$ cat config.mk
export PLATFORM = sky130hd
export DESIGN_NAME = button_debouncer
export DESIGN_NICKNAME = d
export VERILOG_FILES = /design/src/rtl/button_debouncer.sv
export SDC_FILE = /design/constraint.sdc
export NUM_CORES = 1
export LEC_CHECK = 0
export BUFFER_PORTS_ARGS = -buffer_cell sky130_fd_sc_hd__clkbuf_2
export CAP_MARGIN = 20
export CORE_MARGIN = 2
export CORE_UTILIZATION = 40
export CTS_CLUSTER_SIZE = 25
export DETAILED_ROUTE_END_ITERATION = 10
export GPL_TIMING_DRIVEN = 0
export PLACE_DENSITY = 0.62
export SYNTH_ARGS = -nofsm -noshare
export SYNTH_HDL_FRONTEND = slang
export SYNTH_SLANG_ARGS = --single-unit
$ cat constraint.sdc
create_clock -name clk -period 2.5 [get_ports clk]
set_clock_uncertainty 0.1 [all_clocks]
set_input_delay 0.125 -clock clk [delete_from_list [all_inputs] [get_ports clk]]
set_output_delay 0.125 -clock clk [all_outputs]
set_load 0.02 [all_outputs]
$ cat src/rtl/button_debouncer.sv
`default_nettype none
// ============================================================================
// Module      : button_debouncer
// Description : Synchronises and debounces an active-low push button and
//               emits press, release and optional auto-repeat strobes.
// Revision    : 1.0 - initial release
// ============================================================================
module button_debouncer #(
    parameter int DEBOUNCE_CYCLES = 120000,
    parameter bit REPEAT_EN       = 1'b0,
    parameter int REPEAT_DELAY    = 6000000,
    parameter int REPEAT_PERIOD   = 1200000
) (
    input  logic clk,
    input  logic rst,
    input  logic btn_n,
    output logic btn_level,
    output logic press_pulse,
    output logic release_pulse
);

    localparam int c_rep_max = (REPEAT_DELAY > REPEAT_PERIOD) ? REPEAT_DELAY : REPEAT_PERIOD;
    localparam int c_db_w    = $clog2(DEBOUNCE_CYCLES);
    localparam int c_rep_w   = $clog2(c_rep_max);

    localparam logic [c_db_w-1:0]  c_db_last         = c_db_w'(DEBOUNCE_CYCLES - 1);
    localparam logic [c_db_w-1:0]  c_db_one          = c_db_w'(1);
    localparam logic [c_rep_w-1:0] c_rep_delay_last  = c_rep_w'(REPEAT_DELAY - 1);
    localparam logic [c_rep_w-1:0] c_rep_period_last = c_rep_w'(REPEAT_PERIOD - 1);
    localparam logic [c_rep_w-1:0] c_rep_one         = c_rep_w'(1);

    generate
        if (DEBOUNCE_CYCLES < 2) begin : g_bad_debounce
            $error("button_debouncer: DEBOUNCE_CYCLES must be at least 2");
        end
        if (REPEAT_DELAY < 2) begin : g_bad_repeat_delay
            $error("button_debouncer: REPEAT_DELAY must be at least 2");
        end
        if (REPEAT_PERIOD < 2) begin : g_bad_repeat_period
            $error("button_debouncer: REPEAT_PERIOD must be at least 2");
        end
    endgenerate

    typedef enum logic [1:0] {
        IDLE         = 2'd0,
        PRESS_WAIT   = 2'd1,
        HELD         = 2'd2,
        RELEASE_WAIT = 2'd3
    } state_t;

    state_t               r_state;
    logic [1:0]           r_sync;
    logic [c_db_w-1:0]    r_db_cnt;
    logic [c_rep_w-1:0]   r_rep_cnt;
    logic                 r_rep_first;
    logic                 r_btn_level;
    logic                 r_press_pulse;
    logic                 r_release_pulse;

    logic                 w_btn_sync;
    logic [c_rep_w-1:0]   w_rep_target;

    // Synchroniser idles at 1 (released) so a button held through reset is re-debounced.
    always_ff @(posedge clk or posedge rst) begin
        if (rst) begin
            r_sync <= 2'b11;
        end else begin
            r_sync <= {r_sync[0], btn_n};
        end
    end

    assign w_btn_sync   = ~r_sync[1];
    assign w_rep_target = r_rep_first ? c_rep_delay_last : c_rep_period_last;

    always_ff @(posedge clk or posedge rst) begin
        if (rst) begin
            r_state         <= IDLE;
            r_db_cnt        <= '0;
            r_rep_cnt       <= '0;
            r_rep_first     <= 1'b1;
            r_btn_level     <= 1'b0;
            r_press_pulse   <= 1'b0;
            r_release_pulse <= 1'b0;
        end else begin
            r_press_pulse   <= 1'b0;
            r_release_pulse <= 1'b0;
            case (r_state)
                IDLE: begin
                    if (w_btn_sync) begin
                        r_state  <= PRESS_WAIT;
                        r_db_cnt <= '0;
                    end
                end
                PRESS_WAIT: begin
                    if (!w_btn_sync) begin
                        r_state <= IDLE;
                    end else if (r_db_cnt == c_db_last) begin
                        r_state       <= HELD;
                        r_db_cnt      <= '0;
                        r_rep_cnt     <= '0;
                        r_rep_first   <= 1'b1;
                        r_press_pulse <= 1'b1;
                        r_btn_level   <= 1'b1;
                    end else begin
                        r_db_cnt <= r_db_cnt + c_db_one;
                    end
                end
                HELD: begin
                    if (!w_btn_sync) begin
                        r_state  <= RELEASE_WAIT;
                        r_db_cnt <= '0;
                    end else if (REPEAT_EN) begin
                        // Repeat counter only advances here, so a release glitch freezes it.
                        if (r_rep_cnt == w_rep_target) begin
                            r_rep_cnt     <= '0;
                            r_rep_first   <= 1'b0;
                            r_press_pulse <= 1'b1;
                        end else begin
                            r_rep_cnt <= r_rep_cnt + c_rep_one;
                        end
                    end
                end
                RELEASE_WAIT: begin
                    if (w_btn_sync) begin
                        r_state <= HELD;
                    end else if (r_db_cnt == c_db_last) begin
                        r_state         <= IDLE;
                        r_db_cnt        <= '0;
                        r_release_pulse <= 1'b1;
                        r_btn_level     <= 1'b0;
                    end else begin
                        r_db_cnt <= r_db_cnt + c_db_one;
                    end
                end
                default: begin
                    r_state <= IDLE;
                end
            endcase
        end
    end

    assign btn_level     = r_btn_level;
    assign press_pulse   = r_press_pulse;
    assign release_pulse = r_release_pulse;

endmodule
`default_nettype wire

==> summary.txt <==
Status
  • Outcome: completed

Setup path
  • Worst setup EP type: register
  • Worst path cell trace: ha_1, nor4bb_1, nand4_1, a21oi_2, buf_6, nor2_1
  • Worst EP required: approximately 2.6 ns
  • Slowest-stage cell, CP: dfrtp_1
  • Critical Path Max Stage Delay: between 0.4 and 0.5 ns
  • Crit path DAT: between 2 and 2.5 ns
  • Worst-path maximum fanout: 10
  • Worst setup path category: reg -> reg
  • Setup crit start kind: register

Finish
  • Post-Layout Inst Area: between 0.001 and 0.0015 sq mm
  • Commonest non-fill, non-tap cells in the layout: dfrtp_1, nor2_1, nand2_1
  • Final non-filler cell total: roughly 150
  • Antenna Cells: 0
  • Layout cell share with drive strength beyond 1: 0.179
  • Nets: about 130
  • Commonest non-fill, non-tap cell in the layout: dfrtp_1
  • Area growth, synth to finish: 12.1%

Routing
  • Post-route ant nets: 0
  • Vias per cell: 5.47
  • DR vias: between 800 and 900
  • First drt pass iteration count: 4
  • WL per Instance: approximately 13 um
  • DRT iter0 DRCs: 4
  • Post-route DRC violation count: 0
  • Post-Route WL: between 2 and 2.5 mm

GRT
  • Vias in the first global route: just over 900
  • Global-route wire length before repair: around 4 mm
  • Pin count of the biggest net entering global routing: 25
  • GRT Util Overall: 0.156
  • Grt ovf: 0
  • Initial antenna violation count: 0

Synth
  • Synth warn: 0
  • Post-synthesis sequential area ratio: 0.519
  • Netlist cell types: 32
  • Cell count after synthesis: 112
  • Avg Inst Size Synth: 10.4 sq um
  • Synth top area share: 0.474
  • Syn Std Cell Area: between 0.001 and 0.0015 sq mm
  • Post-synth net total: around 120
  • Area contributors post-synth: dfrtp_1, dfstp_2, xor2_1, nor2_1, nand4_1
  • Synth Register Bits: 24
  • Yosys top cell by area: dfrtp_1

Clocking
  • Skew-Pair Late Insertion Delay: ~0.32 ns
  • Clock-pin slew on the worst setup and hold paths: 0.14 ns
  • Number of post-CTS setup repair buffers: 0
  • TritonCTS clock tree: built
  • Sink Count: 24
  • CTS Buffer Depth: 2
  • Clock Tree Root: clkbuf_4
  • CTS Buf Count: 3
  • CTS H-tree depth: 1

Timing
  • Final Max Tran Viols: 0
  • F_max: roughly 0.44 GHz
  • Min Tclk post-route: about 2.3 ns
  • Period utilization: 0.903
  • Hold_ws: ~0.26 ns
  • Fin Setup TNS: 0 ns
  • RSZ-0062 raised after global routing: no
  • Worst slew pin tran: 0.871 ns
  • Endpoints failing setup: 0
  • Worst rel slew slack: 0.419
  • Hold Violations, Final: 0

Power and ir drop
  • Lkg Pwr: 0.561 nW
  • Total Power: around 0.73 mW
  • Power per cell area: roughly 560 mW/mm^2
  • Maximum vdd ir drop: 355 uV

Placement
  • Port bufs: 5
  • Hpwl dp: between 1 and 1.5 mm
  • Placed cell area: 0.00123 sq mm
  • Routability Congestion: approximately 0.71
  • Placed cell count: 148

Floorplanning
  • Chip Height: 57.9 um
  • CORE AREA: 0.00276 sq mm
  • Die Wd: between 50 and 60 um
  • Io pins: 6
  • Starting Density: 0.422
  • Row cnt: 19
  • Die footprint: 0.00335 sq mm

Min path
  • Hold Crit Class: reg -> reg

Run
  • Max-Cap Viols: 0
worst max-delay path, delay by kind of cell, from the launching register on:
kind | cells | cell delay (ns)
adder cells (fa/ha/maj) | 1 | 0.29
AND/OR/NAND/NOR | 3 | 0.71
AO/OA/AOI/OAI | 1 | 0.42
buffers and inverters | 1 | 0.20
flip-flops | 1 | 0.44
sequential cells by signal (all words and copies together), names as in the netlist, named ones only:
name,cells
press_pulse,1
r_sync,2
r_db_cnt,17
btn_level,1
r_state,1
release_pulse,1
power breakdown:
part,internal [mW],switching (mW)
logic,0.0139,0.0242
registers,0.399,0.0121
clock network,0.162,0.121
total,0.575,0.157
worst paths after layout:
check,slack [ns],cells past startpoint,to,startpoint
max,0.24,6,r_db_cnt[9],r_db_cnt[0]
min,0.26,0,r_sync[1],r_sync[0]
min in group asynchronous,0.40,3,r_db_cnt[4],rst
max reg2reg,0.24,6,r_db_cnt[9],r_db_cnt[0]
max in group asynchronous,1.37,3,r_db_cnt[9],rst
min reg2reg,0.26,0,r_sync[1],r_sync[0]
synth_stat cells:
library cell  instances
a211o_1               1
a21oi_1               6
a21oi_2               1
a31oi_1               1
and2_1                1
and3_2                2
and4_1                2
and4b_1               1
buf_6                 1
dfrtp_1              22
dfstp_2               2
ha_1                  1
inv_1                 5
nand2_1               9
nand2b_1              1
nand3_1               5
nand4_1               6
nor2_1               11
nor3_1                1
nor4_1                3
nor4bb_1              2
o21ai_0               7
o31ai_1               3
or3_1                 2
or3_2                 2
or3_4                 1
or4_1                 1
or4_4                 1
xnor2_1               4
xnor2_2               1
xor2_1                5
xor2_2                1
metrics by stage:
stage	worst slack, ns	util
2_1_floorplan	0.559	-
3_3_place_gp	0.141	0.445
3_5_place_dp	0.0967	0.445
4_1_cts	0.0654	0.471
5_1_grt	0.0215	0.472
6_report	0.242	0.472
what timing repair did:
action | 4_1_cts | 5_1_grt
hold buffers | 2 | 0
endpoints found under the setup margin | 0 | 15
hold endpoints to repair | 23 | 0
resized for setup | 0 | 1
metal layers:
| layer | global-route usage | wire length [um] | share of wire |
|---|---|---|---|
| met5 | 0 | 0 | 0 |
| met4 | 0.0631 | 44 | 0.021 |
| met3 | 0.0335 | 45 | 0.022 |
| met2 | 0.250 | 984 | 0.47 |
| met1 | 0.208 | 1000 | 0.48 |
cells by family (layout without fill, tap and decap cells):
| family | count (synthesis) | after routing | share of synthesized area |
|---|---|---|---|
| AND/OR/NAND/NOR | 51 | 51 | 0.253 |
| buffers and inverters | 6 | 17 | 0.0258 |
| adder cells (fa/ha/maj) | 1 | 1 | 0.0108 |
| XOR/XNOR | 11 | 11 | 0.0958 |
| flip-flops | 24 | 24 | 0.519 |
| AO/OA/AOI/OAI | 19 | 19 | 0.0958 |
layout make-up:
| type | count | area (sq um) |
|---|---|---|
| timing repair buffer | 7 | 45.0 |
| clock buffer | 3 | 22.5 |
| buffer | 1 | 11.3 |
| multi-input combinational | 82 | 533 |
| inverter | 5 | 18.8 |
| sequential | 24 | 603 |
| fill | 250 | 1460 |
| tap | 31 | 38.8 |
| clock inverter | 1 | 30.0 |
No activity file was read; power rests on OpenSTA's default activity.
